$ cat config.mk
export PLATFORM = sky130hd
export DESIGN_NAME = booth_mul_sequencer_flat
export DESIGN_NICKNAME = d
export VERILOG_FILES = /design/src/rtl/booth_mul_sequencer_pkg.sv /design/src/rtl/booth_mul_sequencer_if.sv /design/src/rtl/booth_mul_sequencer_step.sv /design/src/rtl/booth_mul_sequencer.sv /design/src/flat_wrapper.sv
export SDC_FILE = /design/constraint.sdc
export NUM_CORES = 1
export LEC_CHECK = 0
export ABC_AREA = 1
export CORE_MARGIN = 2
export CORE_UTILIZATION = 45
export DETAILED_ROUTE_END_ITERATION = 10
export PLACE_DENSITY = 0.69
export SLEW_MARGIN = 15
export SYNTH_ARGS = -nofsm -noshare
export SYNTH_HDL_FRONTEND = slang
export SYNTH_SLANG_ARGS = --single-unit
$ cat constraint.sdc
create_clock -name clock -period 8.4 [get_ports clock]
set_input_delay 1.26 -clock clock [delete_from_list [all_inputs] [get_ports clock]]
set_output_delay 1.26 -clock clock [all_outputs]
set_load 0.05 [all_outputs]
$ cat src/rtl/booth_mul_sequencer_pkg.sv
// booth_pkg: shared FSM states, sizing constants and Booth digit recoding for booth_mul_sequencer.
// BOOTH_RADIX4_EN selects radix-4 sizing (16 steps, 34-bit accumulator).
package booth_pkg;
    localparam int BOOTH_WIDTH = 32;
`ifdef BOOTH_RADIX4_EN
    localparam int BOOTH_ITER = 16;
    localparam int BOOTH_AW = 34;
`else
    localparam int BOOTH_ITER = 32;
    localparam int BOOTH_AW = 33;
`endif
    typedef enum logic [1:0] {IDLE, RUN, DONE} state_t;
    typedef enum logic [2:0] {D_ZERO, D_PM, D_NM, D_P2M, D_N2M} digit_t;
    // Radix-4 table; radix-2 reuses it by feeding {Q0,Q0,q_m1}, which only yields 0/+M/-M.
    function automatic digit_t booth_digit(input logic [2:0] b);
        return (b == 3'b001 || b == 3'b010) ? D_PM :
               (b == 3'b011) ? D_P2M :
               (b == 3'b100) ? D_N2M :
               (b == 3'b101 || b == 3'b110) ? D_NM : D_ZERO;
    endfunction
endpackage

$ cat src/rtl/booth_mul_sequencer_if.sv
// booth_mul_sequencer_if: start/busy/done handshake with operands and product halves.
interface booth_mul_sequencer_if #(parameter int WIDTH = booth_pkg::BOOTH_WIDTH);
    logic start;
    logic [WIDTH-1:0] q;
    logic [WIDTH-1:0] m;
    logic busy;
    logic done;
    logic [WIDTH-1:0] hi;
    logic [WIDTH-1:0] lo;
    modport master(output start, q, m, input busy, done, hi, lo);
    modport slave(input start, q, m, output busy, done, hi, lo);
endinterface

$ cat src/rtl/booth_mul_sequencer_step.sv
// booth_step: one combinational Booth recode/add/arithmetic-shift step.
// BOOTH_RADIX4_EN selects radix-4 (2-bit shift) instead of radix-2 (1-bit shift).
module booth_step
    import booth_pkg::*;
(
    input  logic [BOOTH_AW-1:0]    a,
    input  logic [BOOTH_WIDTH-1:0] q,
    input  logic                   q_m1,
    input  logic [BOOTH_AW-1:0]    m,
    output logic [BOOTH_AW-1:0]    a_next,
    output logic [BOOTH_WIDTH-1:0] q_next,
    output logic                   q_m1_next
);
    digit_t d;
    logic [BOOTH_AW-1:0] addend;
    logic [BOOTH_AW-1:0] sum;
    always_comb begin
`ifdef BOOTH_RADIX4_EN
        d = booth_digit({q[1:0], q_m1});
`else
        d = booth_digit({q[0], q[0], q_m1});
`endif
        addend = (d == D_PM)  ? m :
                 (d == D_NM)  ? -m :
                 (d == D_P2M) ? (m << 1) :
                 (d == D_N2M) ? -(m << 1) : '0;
        sum = a + addend;
`ifdef BOOTH_RADIX4_EN
        {a_next, q_next, q_m1_next} = {{2{sum[BOOTH_AW-1]}}, sum, q[BOOTH_WIDTH-1:1]};
`else
        {a_next, q_next, q_m1_next} = {sum[BOOTH_AW-1], sum, q};
`endif
    end
endmodule

$ cat src/rtl/booth_mul_sequencer.sv
// booth_mul_sequencer: multi-cycle signed 32x32 Booth multiplier with start/busy/done handshake.
// BOOTH_RADIX4_EN halves the step count via radix-4 recoding inside booth_step.
module booth_mul_sequencer
    import booth_pkg::*;
(
    input logic clock,
    input logic clear_n,
    booth_mul_sequencer_if.slave bus
);
    state_t state;
    state_t state_next;
    logic [BOOTH_AW-1:0] a;
    logic [BOOTH_AW-1:0] mr;
    logic [BOOTH_AW-1:0] a_n;
    logic [BOOTH_WIDTH-1:0] qr;
    logic [BOOTH_WIDTH-1:0] q_n;
    logic [BOOTH_WIDTH-1:0] hi;
    logic [BOOTH_WIDTH-1:0] lo;
    logic q_m1;
    logic q_m1_n;
    logic [5:0] cnt;
    logic accept;
    logic last;

    assign accept = bus.start && state != RUN;
    assign last = state == RUN && cnt == 6'(BOOTH_ITER - 1);

    booth_step u_step (
        .a(a), .q(qr), .q_m1(q_m1), .m(mr),
        .a_next(a_n), .q_next(q_n), .q_m1_next(q_m1_n)
    );

    always_ff @(posedge clock or negedge clear_n)
        if (!clear_n) state <= IDLE;
        else state <= state_next;

    always_comb
        state_next = accept ? RUN : (state == RUN) ? (last ? DONE : RUN) : IDLE;

    always_comb begin
        bus.busy = state == RUN;
        bus.done = state == DONE;
        bus.hi = hi;
        bus.lo = lo;
    end

    always_ff @(posedge clock or negedge clear_n)
        if (!clear_n) begin
            a <= '0;
            qr <= '0;
            q_m1 <= 1'b0;
            mr <= '0;
            cnt <= '0;
            hi <= '0;
            lo <= '0;
        end else if (accept) begin
            a <= '0;
            qr <= bus.q;
            q_m1 <= 1'b0;
            mr <= {{(BOOTH_AW - BOOTH_WIDTH){bus.m[BOOTH_WIDTH-1]}}, bus.m};
            cnt <= '0;
        end else if (state == RUN) begin
            a <= a_n;
            qr <= q_n;
            q_m1 <= q_m1_n;
            cnt <= cnt + 6'd1;
            // Product is taken from the post-shift value so it lands on the final-step edge.
            if (last) {hi, lo} <= {a_n[BOOTH_WIDTH-1:0], q_n};
        end
endmodule

$ cat src/flat_wrapper.sv
// flat-port wrapper written by rule: the top's interface ports become plain ports
module booth_mul_sequencer_flat import booth_pkg::*;
  (clock, clear_n, bus_start, bus_q, bus_m, bus_busy, bus_done, bus_hi, bus_lo);
  booth_mul_sequencer_if bus_i ();
  input logic clock;
  input logic clear_n;
  input wire logic [$bits(bus_i.start)-1:0] bus_start;
  input wire logic [$bits(bus_i.q)-1:0] bus_q;
  input wire logic [$bits(bus_i.m)-1:0] bus_m;
  output wire logic [$bits(bus_i.busy)-1:0] bus_busy;
  output wire logic [$bits(bus_i.done)-1:0] bus_done;
  output wire logic [$bits(bus_i.hi)-1:0] bus_hi;
  output wire logic [$bits(bus_i.lo)-1:0] bus_lo;
  assign bus_i.start = bus_start;
  assign bus_i.q = bus_q;
  assign bus_i.m = bus_m;
  assign bus_busy = bus_i.busy;
  assign bus_done = bus_i.done;
  assign bus_hi = bus_i.hi;
  assign bus_lo = bus_i.lo;
  booth_mul_sequencer u_core (.clock(clock), .clear_n(clear_n), .bus(bus_i));
endmodule
==> results.ini, run 1 <==
[clock_tree]
cts.sinks=169
holdBufCountCts=0
post-cts-setup-buffers=0
cts_buffer_depth=2
cts-root-buf=clkbuf_16
post_cts_resized=0
cts_tree=yes
h-tree-depth=4
path_clk_slew_ns=0.07
clkLatencyLatePin_ns=0.44
cts_buffers=17

[synthesis]
synth.avg_cell_area_um2=7.459
synth_top_area_share_pct=44.33
synth_cells=1279
synthAdderAreaFrac_pct=4.800
synth_seq_cells=169
synth-simple-area-share_pct=28.45
ys_seq_area_share_pct=44.33
netlist-cell-type-count=42
synth-edff-count=0
synth_xor_area_share_pct=1.744
synth_compound_area_share_pct=13.21
ys.flop_type=dfrtp_1
syn_nets=1382
muxShareOfSynthArea_pct=0
synth_top_area_cell=dfrtp_1
synthesis.area_mm2=0.009540
yosysWarningCount=0
yosys-top-cells-area=dfrtp_1 44%, nand2_1 17%, inv_1 5.5%, ha_1 4.6%, nor2_1 4.1%
async_flop_share_pct=100.0
synth_top_family_by_area=simple AND/OR/NAND/NOR gates

[global_routing]
grt_max_degree=110
grt_pass1_vias=8120
grt_pass1_wl_mm=40.41
grt_overflow_total=0
antenna_found_initial=0
grtUsageTotal_pct=22.84

[drt]
drcViolationCount=0
ant_nets=0
drtPass1Iterations=5
vias=8687
wirelength_mm=24.60
avgViaCountPerCell=5.152
drtIter0Drc=489
routedWlPerCell_um=14.59

[floorplanning]
start_util_pct=45.67
die_h_um=149.6
core_mm2=0.02089
io_pins=133
die_x_um=149.6
num_rows=53
dieArea_mm2=0.02238

[sta]
finalSetupViolations=0
slew_violations=0
fmax_mhz=257.2
fin_crit_ns=3.888
rsz0062_at_grt=false
skew_ns=0.01464
tns_ns=0
hold_viol_final=0
relSlewSlack_pct=29.44
period_share_pct=46.28
tightest_slew_ns=1.058

[setup_path]
start_kind=flop
crit_type=reg -> out
cp.arrival_ns=2.63
r2r_start=u_core.q_m1$_DFFE_PN0P_
cp_cell_sequence=nand2_2 > buf_4 > inv_2 > clkdlybuf4s50_1
cp_num_cells=4
startpoint=u_core.state[0]$_DFF_PN0_
cpMaxStageDelayCell=clkdlybuf4s50_1
r2r_end=u_core.bus.hi[15]$_DFFE_PN0P_
crit_fanout=54
endpoint=bus_busy
cp_top_family=buffers and inverters
r2r_cells=17
r2r_slack_ns=4.89
crit_path_end_kind=output port
cp.required_ns=7.14
cp.buffers_inverters=3
slowest_delay_ns=0.80

[layout]
syn_to_final_growth_pct=22.58
final_net_count=1501
antenna_cells=0
drive_gt1_share_pct=4.678
final_common_cell=nand2_1
mostFrequentLayoutCells=435 x nand2_1, 169 x dfrtp_1, 141 x inv_1

[placed_design]
gp_congestion=0.9144
port_buffers=132
place_hpwl_mm=18.10

[hold_path]
min_path_type=reg -> reg

[outcome]
outcome=finished clean

[run]
max_cap_viol_count=0

## how the worst min path moves through the flow
stage / start / end / cells after the start
4_1_cts: u_core.bus.hi[28]$_DFFE_PN0P_ / u_core.bus.hi[28]$_DFFE_PN0P_ / 2
2_1_floorplan: u_core.a[13]$_DFFE_PN0P_ / u_core.a[13]$_DFFE_PN0P_ / 2
3_3_place_gp: u_core.bus.hi[29]$_DFFE_PN0P_ / u_core.bus.hi[29]$_DFFE_PN0P_ / 2
3_5_place_dp: u_core.bus.hi[28]$_DFFE_PN0P_ / u_core.bus.hi[28]$_DFFE_PN0P_ / 2
5_1_grt: u_core.bus.hi[23]$_DFFE_PN0P_ / u_core.bus.hi[23]$_DFFE_PN0P_ / 2
6_report: u_core.bus.hi[21]$_DFFE_PN0P_ / u_core.bus.hi[21]$_DFFE_PN0P_ / 2
## through the flow
| stage | instances | util (%) | hold WS [ns] | cell area (µm²) | setup slack (ns) |
|---|---|---|---|---|---|
| CTS | 1686 | 55.99 | 0.4822 | 11700 | 4.517 |
| detailed placement | 1654 | 53.14 | 0.4641 | 11100 | 4.881 |
| finish | 1686 | 55.99 | 0.4778 | 11700 | 4.512 |
| floorplan | 1279 | - | 0.4555 | 9540 | 5.636 |
| global placement | 1654 | 53.14 | 0.4631 | 11100 | 4.960 |
| global route | 1686 | 55.99 | 0.5064 | 11700 | 4.371 |
## worst register-to-register path, stage by stage (launching register included)
cell	delay, ns
dfrtp_1	0.40
inv_1	0.11
nor2_4	0.28
inv_1	0.43
nand2_1	0.22
o21a_1	0.16
o21ai_0	0.07
a21oi_1	0.24
ha_1	0.32
nand2_1	0.13
inv_1	0.05
a21oi_1	0.19
nand2_1	0.13
nand2_1	0.08
nand2_1	0.09
or2_2	0.30
nand3_1	0.14
nand2_1	0.06
## per-layer routing
metal  share of wire [%]  up-vias  GRT usage, %  wire (µm)
li1                    -     4400             -          -
met1                  49     4039         33.41      12020
met2                  45      225         35.55      11030
met3                 5.1       23         3.811       1260
met4                 1.2        0         5.333        297
met5                   0        -             0          0
## sequential cells by signal, summed over array words and instances, names as in the netlist
| register | flops |
|---|---|
| u_core.qr | 32 |
| u_core.bus.lo | 32 |
| u_core.q_m1 | 1 |
| u_core.cnt | 6 |
| u_core.mr | 32 |
| u_core.a | 32 |
| u_core.state | 2 |
| u_core.bus.hi | 32 |
## cell families after synthesis
| family | count (synthesis) |
|---|---|
| AOI/OAI and AO/OA | 215 |
| xor gates and xnor gates | 19 |
| adders and majority gates | 36 |
| buffers and inverters | 185 |
| DFF | 169 |
| and+or+nand+nor | 655 |
## synth_stat cells, types with 3 or more instances
cell	n
nand2_1	435
dfrtp_1	169
inv_1	141
nor2_1	105
o21ai_0	76
nand3_1	73
a21oi_1	56
ha_1	35
o221ai_1	32
o21ai_1	29
clkbuf_1	27
xnor2_1	14
buf_2	9
nand3b_1	7
nand4_1	7
o21bai_1	7
nor3_1	6
xor2_1	5
inv_2	4
buf_1	3
nand2_2	3
nand3_2	3
nor2_2	3
nor4_1	3
o21a_1	3
o22ai_1	3
## cell type report
class                      instances  area, µm²
clock buffer                      18      439.2
clock inverter                    14      156.4
fill                            1993       9194
inverter                         145      545.5
multi-input combinational        925       4598
sequential                       169       4229
tap                              275      344.1
timing repair buffer             140       1383
Power of run 1 is not shown: default switching activity piles up to over one toggle a cycle in this logic, so the estimate is an artifact.
==> inputs of run 2 (changes only) <==
--- a/config.mk
+++ b/config.mk
@@ -9,7 +9,7 @@
 export CORE_MARGIN = 2
 export CORE_UTILIZATION = 45
 export DETAILED_ROUTE_END_ITERATION = 10
-export PLACE_DENSITY = 0.69
+export PLACE_DENSITY = 0.71
 export SLEW_MARGIN = 15
 export SYNTH_ARGS = -nofsm -noshare
 export SYNTH_HDL_FRONTEND = slang
==> constraint.sdc (replaced) <==
create_clock -name clock -period 3.4 [get_ports clock]
set_input_delay 0.51 -clock clock [delete_from_list [all_inputs] [get_ports clock]]
set_output_delay 0.51 -clock clock [all_outputs]
set_load 0.05 [all_outputs]
==> run 2 against run 1 <==
Die area unchanged. Highest routed layer unchanged. Hold slack got worse by 0.41 ns. Global-route usage increased by 1.3 points. Critical endpoint is now u_core.bus.hi[26]$_DFFE_PN0P_. Clock skew decreased by 0.0037 ns. Utilization increased by 0.92 points. Sequential share of layout area decreased by 0.58 points. Final cell count increased by 0.65%. Via count increased by 0.58%. First-iteration DRC count increased by 20%.
==> results.ini, run 2 (synthesized netlist as in run 1, its figures left out) <==
[outcome]
outcome=finished clean

[hold_path]
min_path_type=in -> async

[sta]
slew_violations=0
finalSetupViolations=0
fin_crit_ns=3.137
tns_ns=0
relSlewSlack_pct=53.58
period_share_pct=92.28
skew_ns=0.01096
rsz0062_at_grt=false
fmax_mhz=318.7
hold_viol_final=0
tightest_slew_ns=0.6962

[clock_tree]
cts_tree=yes
path_clk_slew_ns=0.08
clkLatencyLatePin_ns=0.45
cts-root-buf=clkbuf_16
cts.sinks=169
cts_buffers=17
holdBufCountCts=0
h-tree-depth=4
cts_buffer_depth=2

[setup_path]
start_kind=flop
cp.arrival_ns=3.47
crit_path_end_kind=flop
crit_type=reg -> reg
cp.required_ns=3.73
r2r_cells=20
crit_fanout=5

[layout]
antenna_cells=0
mostFrequentLayoutCells=432 x nand2_1, 169 x dfrtp_1, 139 x inv_1
final_common_cell=nand2_1
syn_to_final_growth_pct=24.59
nFillCells=2016
final_net_count=1512
drive_gt1_share_pct=6.540

[global_routing]
grt_pass1_vias=8087
grt_pass1_wl_mm=41.98
grtUsageTotal_pct=24.16
grt_max_degree=76
grt_overflow_total=0
antenna_found_initial=0

[drt]
drtPass1Iterations=5
drcViolationCount=0
routedWlPerCell_um=15.25
drtIter0Drc=585
avgViaCountPerCell=5.148
ant_nets=0
wirelength_mm=25.88
vias=8737

[floorplanning]
io_pins=133
start_util_pct=45.67
die_x_um=149.6
core_mm2=0.02089
die_h_um=149.6
num_rows=53
dieArea_mm2=0.02238

[placed_design]
port_buffers=132
gp_congestion=0.9218
place_hpwl_mm=19.29

[run]
max_cap_viol_count=0

-- run 2: changes by cell type in the layout (fill, tap and decap cells not counted), sizes merged --
cell / previous run / this run
clkbuf: 18 / 17
buf: 9 / 20
clkinv: 10 / 5
inv: 149 / 152
bufinv: 0 / 2
clkinvlp: 0 / 1
-- run 2: metal layers --
| metal | GRT usage, % | up-vias | routed length (µm) |
|---|---|---|---|
| met1 | 35.89 | 4038 | 12450 |
| li1 | - | 4406 | - |
| met4 | 7.095 | 0 | 454 |
| met5 | 0 | - | 0 |
| met3 | 3.811 | 30 | 1562 |
| met2 | 36.47 | 263 | 11410 |
-- run 2: critical path, stage by stage, from the launching register on --
cell and delay, ns:
dfrtp_1 0.38, inv_2 0.09, ha_2 0.19, nand2_1 0.10
nor2_4 0.14, nand2_1 0.10, inv_1 0.10, nand2_1 0.07
o21ai_2 0.19, a21oi_1 0.09, o21a_1 0.12, ha_1 0.39
nand2_1 0.17, nor2_2 0.17, nand2_1 0.12, nor4_1 0.18
nand2_1 0.14, nand2_1 0.09, nand2_1 0.06, nand3_1 0.08
nand2_1 0.05
-- run 2: stage by stage --
stage	cells	util [%]	setup WS [ns]	hold slack (ns)	instance area, µm²
detailed placement	1663	53.57	0.1767	0.4663	11190
global route	1697	56.90	0.01442	0.1064	11890
global placement	1663	53.57	0.2385	0.4624	11190
CTS	1695	56.59	0.1377	0.09133	11820
floorplan	1279	-	0.6359	0.2144	9540
finish	1697	56.90	0.2626	0.06421	11890
-- run 2: area by class of cell --
class                           instances  area (µm²)  share of cell area [%]
Clock inverter                         15       203.9                   1.716
Multi-Input combinational cell        925        4649                   39.12
Inverter                              145       544.3                   4.579
Clock buffer                           17       425.4                   3.579
Sequential cell                       169        4229                   35.58
Timing Repair Buffer                  151        1490                   12.54
Tap cell                              275       344.1                   2.895
-- run 2: what timing repair did --
| item | 4_1_cts | 5_1_grt |
|---|---|---|
| setup endpoints to repair | 0 | 21 |
| buffers inserted | 0 | 2 |
| resized for setup | 0 | 19 |
-- run 2: path summary, 6_finish.rpt --
path,endpoint,slack [ns],from
max,u_core.bus.hi[26]$_DFFE_PN0P_,0.26,u_core.mr[1]$_DFFE_PN0P_
min,u_core.bus.lo[24]$_DFFE_PN0P_,0.06,clear_n
max reg2reg,u_core.bus.hi[26]$_DFFE_PN0P_,0.26,u_core.mr[1]$_DFFE_PN0P_
min reg2reg,u_core.bus.hi[26]$_DFFE_PN0P_,0.48,u_core.bus.hi[26]$_DFFE_PN0P_
max in group asynchronous,u_core.a[22]$_DFFE_PN0P_,2.41,clear_n
min in group clock,u_core.bus.hi[26]$_DFFE_PN0P_,0.48,u_core.bus.hi[26]$_DFFE_PN0P_
Power of run 2 is left out for the same reason.
==> RTL change (config.mk and constraints of run 1) <==
Add a define of `BOOTH_RADIX4_EN`.
--- a/src/rtl/booth_mul_sequencer_pkg.sv
+++ b/src/rtl/booth_mul_sequencer_pkg.sv
@@ -2,2 +2,4 @@
 // BOOTH_RADIX4_EN selects radix-4 sizing (16 steps, 34-bit accumulator).
+`define BOOTH_RADIX4_EN
+
 package booth_pkg;
Behaviour: no difference found for any inputs over 10 cycles, from zero or initial values; that may be too few to reach the edited logic, so the function may still have changed.
==> RTL change against run 1 <==
- synthesized cell count up 7.8%
- final cell count up 5.9%
- sequential cell count unchanged
- synthesized area up 7.1%
- maximum frequency down 17%
- final area up 5.3%
- wire length up 23%
- worst setup slack worse by 0.80 ns
- sequential share of layout area down 1.8 points
- die area up 6.9%
Power is left out: the tool's default activity adds up to more than one toggle a clock period on the data nets, which glitch-free logic cannot reach.
==> RTL change: results (changes against run 1) <==
| Metric | Value |
|---|---|
| Status | finished, final reports clean |
| Dpl ws | 3.83 ns (-1.05 ns) |
| Sequential share of the synthesized area | 41.4% (-2.9 points) |
| Synth Instances | 1379 (+7.8%) |
| Post-Synth Adder-Cell Area | 4.48% (-0.32 points) |
| CP Class | flip-flop to flip-flop |
| Fraction of layout cells with a size suffix above 1 | 4.33% (-0.35 points) |
| HPWL after detailed placement | 22400 um (+24%) |
| Worst-skew pair later-pin latency | 0.45 ns |
| List of most frequent post-synthesis cells | nand2_1, dfrtp_1, inv_1 |
| Fin Clk Skew | 0.0134 ns (-0.00127 ns) |
| Vias per cell | 5.41 (+5.0%) |
| Cells after DPL | 1754 (+6.0%) |
| Final worst setup slack | 3.71 ns (-0.802 ns) |
| Syn Nets | 1482 (+7.2%) |
| GR Layer Usage met3 | 3.56% (-0.25 points) |
| Slowest CP cell | nor2_2 |
| Arr. time, crit path | 4.99 ns (+2.36 ns) |
| R2R Path Start | u_core.qr[1] |
| Grt met1 use | 37.9% (+4.5 points) |
| Routed wl met2 | 13400 um (+21%) |
| # nets final | 1591 (+6.0%) |
| Drt wl/cell | 16.9 um (+16%) |
| Post-synth cell types | 43 (+2.4%) |
| Compound-cell area share of the yosys netlist | 16.5% (+3.3 points) |
| Placed cell area | 11700 sq um (+5.5%) |
| Starting DRT DRC Count | 941 (+92%) |
| PortBufs | 132 (unchanged) |
| Routability Congestion | 0.977 (+6.8%) |
| Detailed Routing Iterations Pass 1 | 7 (+2) |
| FF-to-FF End | u_core.a[16] |
| WL met1 | 14600 um (+21%) |
| Synth Area in XOR/XNOR | 3.34% (+1.6 points) |
| Routed wire length | 30200 um (+23%) |
| Tot GR Track Use | 25.5% (+2.7 points) |
| Vias in the first global route | 8992 (+11%) |
| Family with the most delay on the worst path | compound AO/OA/AOI/OAI gates |
| Mux cell area share after synthesis | 0% (unchanged) |
| Global routing usage on met2 | 39.2% (+3.7 points) |
| CP max FO | 27 (-50%) |
| First-pass GRT wire length | 48300 um (+20%) |
| WL met3 | 1640 um (+30%) |
| Area contributors post-synth | dfrtp_1, nand2_1, inv_1 |
| Residual DRC | 0 (unchanged) |
| Largest net degree at the start of global routing | 107 (-2.7%) |
| Worst slew margin | 28.4% (-1.0 points) |
| CP peak stage delay | 0.85 ns (+0.05 ns) |
| Worst R2R Path Depth | 15 (-2) |
## RTL change: final cells by class
class                           instances  area, sq um
Clock buffer                           17          425
Multi-Input combinational cell       1000         5140
Clock inverter                         15          180
Timing Repair Buffer                  140         1380
Fill cell                            2147        10100
Tap cell                              285          357
Sequential cell                       169         4230
Inverter                              160          602
## RTL change: how the worst min path moves through the flow
stage | start | depth (start not counted) | to | slack [ns]
6_report | u_core.bus.hi[19] | 2 | u_core.bus.hi[19] | 0.48
5_1_grt | u_core.bus.hi[17] | 2 | u_core.bus.hi[17] | 0.51
4_1_cts | u_core.bus.hi[21] | 2 | u_core.bus.hi[21] | 0.49
3_5_place_dp | u_core.bus.hi[25] | 2 | u_core.bus.hi[25] | 0.47
3_3_place_gp | u_core.bus.hi[19] | 2 | u_core.bus.hi[19] | 0.46
2_1_floorplan | u_core.a[14] | 2 | u_core.a[14] | 0.46
## RTL change: worst min-delay path, stage by stage (launching register included)
cell	delay [ns]
dfrtp_1	0.35
nand2_1	0.05
nand2_1	0.05
